--- config.mk ---
export PLATFORM = sky130hd
export DESIGN_NAME = branch_resolve_queue
export DESIGN_NICKNAME = d
export VERILOG_FILES = /design/src/rtl/branch_resolve_queue_pkg.sv /design/src/rtl/brq_fifo_mem.sv /design/src/rtl/branch_resolve_queue.sv
export SDC_FILE = /design/constraint.sdc
export NUM_CORES = 1
export LEC_CHECK = 0
export BUFFER_PORTS_ARGS = -buffer_cell sky130_fd_sc_hd__buf_2
export CORE_MARGIN = 4
export CORE_UTILIZATION = 40
export CTS_BUF_LIST = sky130_fd_sc_hd__clkbuf_8
export DETAILED_ROUTE_END_ITERATION = 10
export SETUP_SLACK_MARGIN = 0.1
export SYNTH_ARGS = -nofsm -noshare
export SYNTH_HDL_FRONTEND = slang
export SYNTH_SLANG_ARGS = --single-unit
--- constraint.sdc ---
create_clock -name clk -period 3.3 [get_ports clk]
set_input_delay 0.99 -clock clk [delete_from_list [all_inputs] [get_ports clk]]
set_output_delay 0.99 -clock clk [all_outputs]
set_load 0.03 [all_outputs]
--- src/rtl/branch_resolve_queue_pkg.sv ---
// Shared types and constants for the branch resolve queue.
package branch_resolve_queue_pkg;

    localparam int unsigned LOW_ADDR_WIDTH_DFLT = 8;
    localparam int unsigned DEPTH_LOG2_DFLT     = 2;
    localparam int unsigned ENTRY_W             = LOW_ADDR_WIDTH_DFLT + 1;
    localparam int unsigned STAT_W              = 16;

    typedef enum logic {
        NOT_TAKEN = 1'b0,
        TAKEN     = 1'b1
    } dir_e;

    typedef struct packed {
        logic [LOW_ADDR_WIDTH_DFLT-1:0] addr;
        dir_e                           predict;
    } brq_entry_t;

    // Increment that sticks at all-ones.
    function automatic logic [STAT_W-1:0] sat_inc(input logic [STAT_W-1:0] v);
        return (v == '1) ? v : v + STAT_W'(1);
    endfunction

endpackage

--- src/rtl/brq_fifo_mem.sv ---
// Circular entry storage with head/tail pointers, occupancy count and a
// single-cycle clear that overrides any same-cycle push.
module brq_fifo_mem #(
    parameter int unsigned W          = 9,
    parameter int unsigned DEPTH_LOG2 = 2
) (
    input  logic                  clk,
    input  logic                  rst,
    input  logic                  i_push,
    input  logic                  i_pop,
    input  logic                  i_clear,
    input  logic [W-1:0]          i_wdata,
    output logic [W-1:0]          o_rdata,
    output logic [DEPTH_LOG2:0]   o_count,
    output logic                  o_empty,
    output logic                  o_full
);

    localparam int unsigned DEPTH = 1 << DEPTH_LOG2;
    localparam int unsigned CW    = DEPTH_LOG2 + 1;

    logic [W-1:0]          r_mem [DEPTH];
    logic [DEPTH_LOG2-1:0] r_head;
    logic [DEPTH_LOG2-1:0] r_tail;
    logic [CW-1:0]         r_count;
    logic                  r_empty;
    logic                  r_full;
    logic [CW-1:0]         w_count_nxt;

    always_comb begin
        w_count_nxt = r_count;
        if (i_clear) begin
            w_count_nxt = '0;
        end else begin
            case ({i_push, i_pop})
                2'b10:   w_count_nxt = r_count + CW'(1);
                2'b01:   w_count_nxt = r_count - CW'(1);
                default: w_count_nxt = r_count;
            endcase
        end
    end

    always_ff @(posedge clk or posedge rst) begin
        if (rst) begin
            r_head  <= '0;
            r_tail  <= '0;
            r_count <= '0;
            r_empty <= 1'b1;
            r_full  <= 1'b0;
        end else begin
            if (i_clear) begin
                r_head <= '0;
                r_tail <= '0;
            end else begin
                if (i_pop)  r_head <= r_head + DEPTH_LOG2'(1);
                if (i_push) r_tail <= r_tail + DEPTH_LOG2'(1);
            end
            r_count <= w_count_nxt;
            r_empty <= (w_count_nxt == '0);
            r_full  <= (w_count_nxt == CW'(DEPTH));
        end
    end

    // Data array carries no reset; occupancy alone decides validity.
    always_ff @(posedge clk) begin
        if (i_push && !i_clear) r_mem[r_tail] <= i_wdata;
    end

    assign o_rdata = r_mem[r_head];
    assign o_count = r_count;
    assign o_empty = r_empty;
    assign o_full  = r_full;

endmodule

--- src/rtl/branch_resolve_queue.sv ---
// In-order queue of predicted branches feeding the predictor renew port.
// Define BRANCH_RESOLVE_STATS_EN to build saturating resolve/mispredict counters.
module branch_resolve_queue
    import branch_resolve_queue_pkg::*;
#(
    parameter int unsigned LOW_ADDR_WIDTH = LOW_ADDR_WIDTH_DFLT,
    parameter int unsigned DEPTH_LOG2     = DEPTH_LOG2_DFLT
) (
    input  logic                      clk,
    input  logic                      rst,
    input  logic                      push_valid,
    output logic                      push_ready,
    input  logic [LOW_ADDR_WIDTH-1:0] push_addr,
    input  logic                      push_predict,
    input  logic                      resolve_valid,
    input  logic                      resolve_result,
    input  logic                      flush,
    output logic                      renew_valid,
    output logic [LOW_ADDR_WIDTH-1:0] renew_addr,
    output logic                      last_predict,
    output logic                      renew_result,
    output logic                      mispredict,
    output logic [DEPTH_LOG2:0]       count,
    output logic                      empty,
    output logic                      full,
    output logic                      resolve_err,
    output logic [STAT_W-1:0]         stat_resolve_cnt,
    output logic [STAT_W-1:0]         stat_mispredict_cnt
);

    localparam int unsigned EW = LOW_ADDR_WIDTH + 1;

    logic [EW-1:0]             w_rdata;
    logic [LOW_ADDR_WIDTH-1:0] w_head_addr;
    logic                      w_head_pred;
    logic                      w_pop;
    logic                      w_mis;
    logic                      w_push;

    logic                      r_renew_valid;
    logic [LOW_ADDR_WIDTH-1:0] r_renew_addr;
    logic                      r_last_predict;
    logic                      r_renew_result;
    logic                      r_mispredict;
    logic                      r_resolve_err;

    assign w_head_addr = w_rdata[EW-1:1];
    assign w_head_pred = w_rdata[0];
    assign w_pop       = resolve_valid && !empty;
    assign w_mis       = w_pop && (w_head_pred != resolve_result);
    // Wrong-path or flushed pushes are dropped in the cycle they arrive.
    assign w_push      = push_valid && push_ready && !w_mis && !flush;

    brq_fifo_mem #(
        .W          (EW),
        .DEPTH_LOG2 (DEPTH_LOG2)
    ) u_mem (
        .clk     (clk),
        .rst     (rst),
        .i_push  (w_push),
        .i_pop   (w_pop),
        .i_clear (flush || w_mis),
        .i_wdata ({push_addr, push_predict}),
        .o_rdata (w_rdata),
        .o_count (count),
        .o_empty (empty),
        .o_full  (full)
    );

    assign push_ready = !full;

    always_ff @(posedge clk or posedge rst) begin
        if (rst) begin
            r_renew_valid  <= 1'b0;
            r_renew_addr   <= '0;
            r_last_predict <= 1'b0;
            r_renew_result <= 1'b0;
            r_mispredict   <= 1'b0;
            r_resolve_err  <= 1'b0;
        end else begin
            r_renew_valid <= w_pop;
            r_mispredict  <= w_mis;
            if (w_pop) begin
                r_renew_addr   <= w_head_addr;
                r_last_predict <= w_head_pred;
                r_renew_result <= resolve_result;
            end
            if (resolve_valid && empty) r_resolve_err <= 1'b1;
        end
    end

    assign renew_valid  = r_renew_valid;
    assign renew_addr   = r_renew_addr;
    assign last_predict = r_last_predict;
    assign renew_result = r_renew_result;
    assign mispredict   = r_mispredict;
    assign resolve_err  = r_resolve_err;

`ifdef BRANCH_RESOLVE_STATS_EN
    logic [STAT_W-1:0] r_stat_res;
    logic [STAT_W-1:0] r_stat_mis;

    // Counts land on the same edge that raises renew_valid/mispredict.
    always_ff @(posedge clk or posedge rst) begin
        if (rst) begin
            r_stat_res <= '0;
            r_stat_mis <= '0;
        end else begin
            if (w_pop) r_stat_res <= sat_inc(r_stat_res);
            if (w_mis) r_stat_mis <= sat_inc(r_stat_mis);
        end
    end

    assign stat_resolve_cnt    = r_stat_res;
    assign stat_mispredict_cnt = r_stat_mis;
`else
    assign stat_resolve_cnt    = '0;
    assign stat_mispredict_cnt = '0;
`endif

endmodule

Word-level counts from Yosys, hierarchy flattened
Memory sizes are Yosys's and may differ from the RTL's. Cells that the tools add are included.

Bits in registers: 22. Memory bits (writable): 36. Bits of input ports: 15. Output and inout port bits: 51. Memories kept: 1.

Memories: u_mem.r_mem (words 4, width 9, read ports 1, clocked after Yosys merged registers in 0, write ports 1, RTL line brq_fifo_mem.sv:22) `logic [W-1:0] r_mem [DEPTH];`.

$add $sub $neg: 4. Equal/unequal tests: 4. Muxes and demuxes: 8. Reduce and logical (&&, ||, !) cells: 16.

Operators with widths (number): two-way mux 2 bit (4); logical AND 1 bit (7); one-hot mux 3 bit (2 select lines) (1); zero test 1 bit (5); adder 2 x 1 -> 2 bit, second input constant (2); nonzero test 2 bit (2); adder 3 x 1 -> 3 bit, second input constant (1); equality test 3 bit, second input constant (1); zero test 3 bit (1); two-way mux 3 bit (1); subtractor 3 x 1 -> 3 bit, second input constant (1); equality test 2 x 1 -> 1 bit, second input constant (1); equality test 2 bit, second input constant (1); two-way mux 1 bit (2); logical OR 1 bit (1); inequality test 1 bit (1).

Logic depth before layout (Yosys ltp)
Word-level depth: 10. Depth in mapped cells: 10. Mapped depth without buffers: 10.

Modules after synthesis
From an unflattened synthesis, not the netlist that was laid out.

Cells, all modules: 163. Area total of the unflattened synthesis: 2612.5 um^2.

Modules (own cells, without submodules): brq_fifo_mem (times used 1, cells an instance 96, area each 1823.0 um^2, sequential area each 1307.5 um^2); branch_resolve_queue (times used 1, cells an instance 67, area each 789.5 um^2, sequential area each 325.3 um^2).

Least setup slack after synthesis
OpenSTA, ideal clock, no wires.

Kind: input-to-reg. Start: input port resolve_valid. End: register u_mem.r_empty (netlist: u_mem.o_empty). Setup time: 0.060 ns. Arrival time: 2.815 ns. Slack: 0.426 ns. Stages: 10. Buffers on the path: 2. Cells stage by stage: nand2b_1 clkbuf_1 inv_1 clkbuf_1 ha_1 fa_1 xnor2_1 nor2_1 xnor2_1 a21o_1.

Longest elaborated chain between the ends: 9.

RTL lines: start, declared (RTL line branch_resolve_queue.sv:15) `input logic resolve_valid,`; logical AND 1 bit (*) (RTL line branch_resolve_queue.sv:49) `assign w_pop = resolve_valid && !empty;`; named net u_mem.i_pop (RTL line brq_fifo_mem.sv:10) `input logic i_pop,`; logical AND 1 bit (RTL line branch_resolve_queue.sv:50) `assign w_mis = w_pop && (w_head_pred != resolve_result);`; zero test 1 bit (RTL line branch_resolve_queue.sv:52) `assign w_push = push_valid && push_ready && !w_mis && !flush;`; logical AND 1 bit (2 in series) (RTL line branch_resolve_queue.sv:52); equality test 2 x 1 -> 1 bit / equality test 2 bit (equally long branches) (RTL line brq_fifo_mem.sv:35) `case ({i_push, i_pop})`; one-hot mux 3 bit (2 select lines) (RTL line brq_fifo_mem.sv:35); two-way mux 3 bit (*) (RTL line brq_fifo_mem.sv:32) `if (i_clear) begin`; zero test 3 bit (*) (RTL line brq_fifo_mem.sv:59) `r_empty <= (w_count_nxt == '0);`; end signal, assigned (RTL line brq_fifo_mem.sv:59); end, declared (RTL line brq_fifo_mem.sv:26) `logic r_empty;`.

Mark *: on every way through the listed nets, which the timed path passes. The rest lies on a longest branch. A chain may end at the register's enable or synchronous reset.

Worst setup path after layout
Start: memory u_mem.r_mem[1][0]. End: register u_mem.r_empty (netlist: u_mem.o_empty).

Longest elaborated chain between the ends: 10.

RTL lines (RTL line): start, declared (brq_fifo_mem.sv:22); memory read (4 x 9 bit) (*); inequality test 1 bit (*) (branch_resolve_queue.sv:50); logical AND 1 bit (*) (branch_resolve_queue.sv:50); zero test 1 bit (branch_resolve_queue.sv:52); logical AND 1 bit (2 in series) (branch_resolve_queue.sv:52); equality test 2 x 1 -> 1 bit / equality test 2 bit (equally long branches) (brq_fifo_mem.sv:35); one-hot mux 3 bit (2 select lines) (brq_fifo_mem.sv:35); two-way mux 3 bit (*) (brq_fifo_mem.sv:32); zero test 3 bit (*) (brq_fifo_mem.sv:59).

Mark *: on every way between the ends. The rest lies on a longest branch, timed or not.

==> flow_summary.ini <==
[floorplanning]
initial_utilization_pct = 41.1
die_width_um = 88.8
number_of_placement_rows = 29
die_area_sq_mm = 0.00788
num_io_pins = 66
die_h_um = 88.8
placeableCoreArea_sq_mm = 0.00635

[global_route]
grt_start_max_net_pins = 23
initial_antenna_violation_count = 0
first_pass_grt_wire_length_mm = 7.00
grt.total_usage_pct = 12.7
first_global_vias = 1377
grt_overflow = 0

[clock_tree]
ctsRootBufferMaster = sky130_fd_sc_hd__clkbuf_8
holdBufCountCts = 0
postCtsSetupRepairBufs = 0
worstSkewPairLatency_ps = 340
htree_levels = 3
cts_tree = done
clock_tree.buffer_depth = 2
path_clk_slew_ps = 70
cts_sinks = 58
post_cts_resize_count = 0
cts_inserted_buffers = 9

[route]
detailedRoute.firstPassIterationCount = 4
routed_wire_length_per_instance_um = 14.6
drt_iter0_markers = 83
drt_drc_violations_left = 0
postRouteWirelength_mm = 4.52
avgViaCountPerCell = 4.64
detail-route-antenna-nets = 0
detailroute.via_count = 1437

[logic_synthesis]
synth.cell_area_sq_mm = 0.00261
netlist_top_cells_area = sky130_fd_sc_hd__edfxtp_1 (41%), sky130_fd_sc_hd__dfrtp_1 (20%), sky130_fd_sc_hd__buf_4 (9.2%)
post-synth-top-count-cell = sky130_fd_sc_hd__edfxtp_1
synthesis.area_per_instance_sq_um = 14.0
ys_seq_area_share_pct = 62.6
synthTopCellsByCount = sky130_fd_sc_hd__edfxtp_1 (36), sky130_fd_sc_hd__buf_4 (32), sky130_fd_sc_hd__nand2_1 (32)
asyncSetResetFlopFracSynth_pct = 37.9
cell_taking_the_most_area_after_synthesis = sky130_fd_sc_hd__edfxtp_1
synth_top_area_share_pct = 41.4
yosys.cell_types.count = 31
yosys_warnings = 0
synthFlopType = sky130_fd_sc_hd__edfxtp_1
syn-instance-count = 187
synth.ff_latch_count = 58
synth-edff-count = 36

[critical_path]
largest_driver_fanout_on_the_critical_path = 5
worst-r2r-setup-slack_ps = 520
regToRegEndpoint = u_mem.o_empty
r2r_path_start = u_mem.r_mem[1][0]
startpoint = u_mem.r_mem[1][0]
required_arrival_time_at_the_worst_endpoint_ps = 3580
critPathCaptureType = register
crit_end = u_mem.o_empty
crit_path_cell_trace = mux4_2 -> xnor2_4 -> o21ba_2 -> nand2_1 -> ha_1 -> fa_1 -> xnor2_1 -> nor2_1 -> xnor2_1 -> a21o_1
r2r_cells = 10
cp-start-kind = register
critPathArrivalTime_ps = 3060
worst_path_most_repeated_cell = sky130_fd_sc_hd__xnor2_1
critical-path-slowest-cell = sky130_fd_sc_hd__mux4_2
timing_worst_setup_path_type = register to register
critical_path.max_stage_delay_ps = 540

[finish]
syn2layout_area_growth_pct = 13.5
layout.nets = 249
drive_above_1_share_pct = 27.9
fill_cells = 579
diodes = 0
utilization_pct = 46.7

[timing]
timing.slew.headroom_pct = 41.1
fin_worst_hold_slack_ps = 450
max_freq_mhz = 360
worst-slew-pin-transition_ps = 882
period_share_pct = 84.1
fin_tns_setup_ps = 0
grt_setup_unrepaired = no
fin_skew_ps = 14.2
min_period_ps = 2780
hold_violations = 0
slew_viol_final = 0
setup_viol = 0

[pwr]
p_clk_share_pct = 31.8
worst_ir_drop_vdd_v = 0.000287
sequentialPowerShare_pct = 42.8
total_leakage_power_nw = 1.29
power.share.switching_pct = 33.2
total_power_w = 0.00220
comb_power_share_pct = 25.4
power.net_switching_w = 0.000729
power.internal_w = 0.00147
power_per_cell_area_mw_per_mm2 = 741

[placement]
detailedPlacementHpwl_mm = 2.98
port_buffers = 33
gpl.final_weighted_congestion = 0.716

[outcome]
result_of_the_run = completed

[hold_path]
min-delay-path-class = register to register
holdCritStartpoint = resolve_err

[job]
maxCapViolCount = 0
[power groups by stage]
stage	clock network, W	registers [W]	logic [W]
2_1_floorplan	0	0.00110	0.000294
3_3_place_gp	0	0.000952	0.000558
3_5_place_dp	0	0.000956	0.000564
4_1_cts	0.000711	0.000942	0.000567
5_1_grt	0.000748	0.000955	0.000613
6_report	0.000698	0.000939	0.000559
[worst max-delay path: cells and delay by family (launching register included)]
family,cells,cell delay [ps]
compound gates,2,350
xor+xnor,3,650
fa+ha+maj,2,640
flops,1,410
mux,1,540
simple gates,2,140
[sequential cells by signal, summed over array words and instances (netlist names)]
register       count
renew_valid        1
u_mem.r_mem       36
u_mem.r_head       2
renew_addr         8
mispredict         1
u_mem.o_count      3
last_predict       1
u_mem.r_tail       2
resolve_err        1
renew_result       1
u_mem.o_full       1
u_mem.o_empty      1
[routing by layer]
metal / vias to the layer above / global-route usage (%) / wire [um]
met5: - / 0 / 0
met4: 0 / 6.59 / 65
met3: 9 / 4.19 / 374
met2: 60 / 19.6 / 2090
met1: 706 / 15.9 / 1990
li1: 662 / - / -
[cells by family (layout without fill, tap and decap cells)]
group / count (synthesis) / in the layout / synth area share (%)
compound gates: 8 / 8 / 2.68
xor+xnor: 7 / 7 / 3.07
fa+ha+maj: 6 / 6 / 3.16
buf+inv: 44 / 59 / 11.0
flops: 58 / 58 / 62.6
mux: 11 / 11 / 8.68
other cells: 1 / 32 / 0.144
simple gates: 52 / 52 / 8.72
[worst min-delay path by stage]
stage,endpoint,slack [ps],cells past startpoint
after detailed placement,resolve_err,440,1
after floorplan,u_mem.r_tail[0],580,2
after global placement,resolve_err,440,1
after global routing,resolve_err,480,1
final,resolve_err,450,1
after CTS,resolve_err,450,1
[stage by stage]
stage / cells / instance area, sq um / setup slack, ps
floorplan: 218 / 2730 / 426
global placement: 294 / 2750 / 398
finish: 310 / 2960 / 523
global route: 310 / 2960 / 312
CTS: 310 / 2960 / 502
detailed placement: 294 / 2750 / 336
[final cells by class]
class	instances	area, sq um	share of cell area (%)
clock inverter	7	85.1	2.87
sequential	58	1630	55.1
multi-input combinational	116	807	27.2
tap	77	96.3	3.25
clock buffer	9	124	4.18
timing repair buffer	37	195	6.59
inverter	6	22.5	0.760
[cells in the final DEF (no fill, tap or decap), types with 2 or more instances in the layout]
master	n
sky130_fd_sc_hd__conb_1	32
sky130_fd_sc_hd__nor3b_1	2
sky130_fd_sc_hd__a21o_1	2
sky130_fd_sc_hd__a21oi_1	3
sky130_fd_sc_hd__ha_1	5
sky130_fd_sc_hd__inv_1	7
sky130_fd_sc_hd__buf_4	4
sky130_fd_sc_hd__nor2_1	9
sky130_fd_sc_hd__edfxtp_1	36
sky130_fd_sc_hd__dfrtp_1	21
sky130_fd_sc_hd__and3_1	4
sky130_fd_sc_hd__nand2_1	32
sky130_fd_sc_hd__clkinv_2	2
sky130_fd_sc_hd__xnor2_1	4
sky130_fd_sc_hd__bufinv_16	2
sky130_fd_sc_hd__mux4_2	8
sky130_fd_sc_hd__mux2i_1	2
sky130_fd_sc_hd__clkbuf_8	9
sky130_fd_sc_hd__buf_2	33
sky130_fd_sc_hd__xor2_1	2
(Power assumes the default switching activity.)
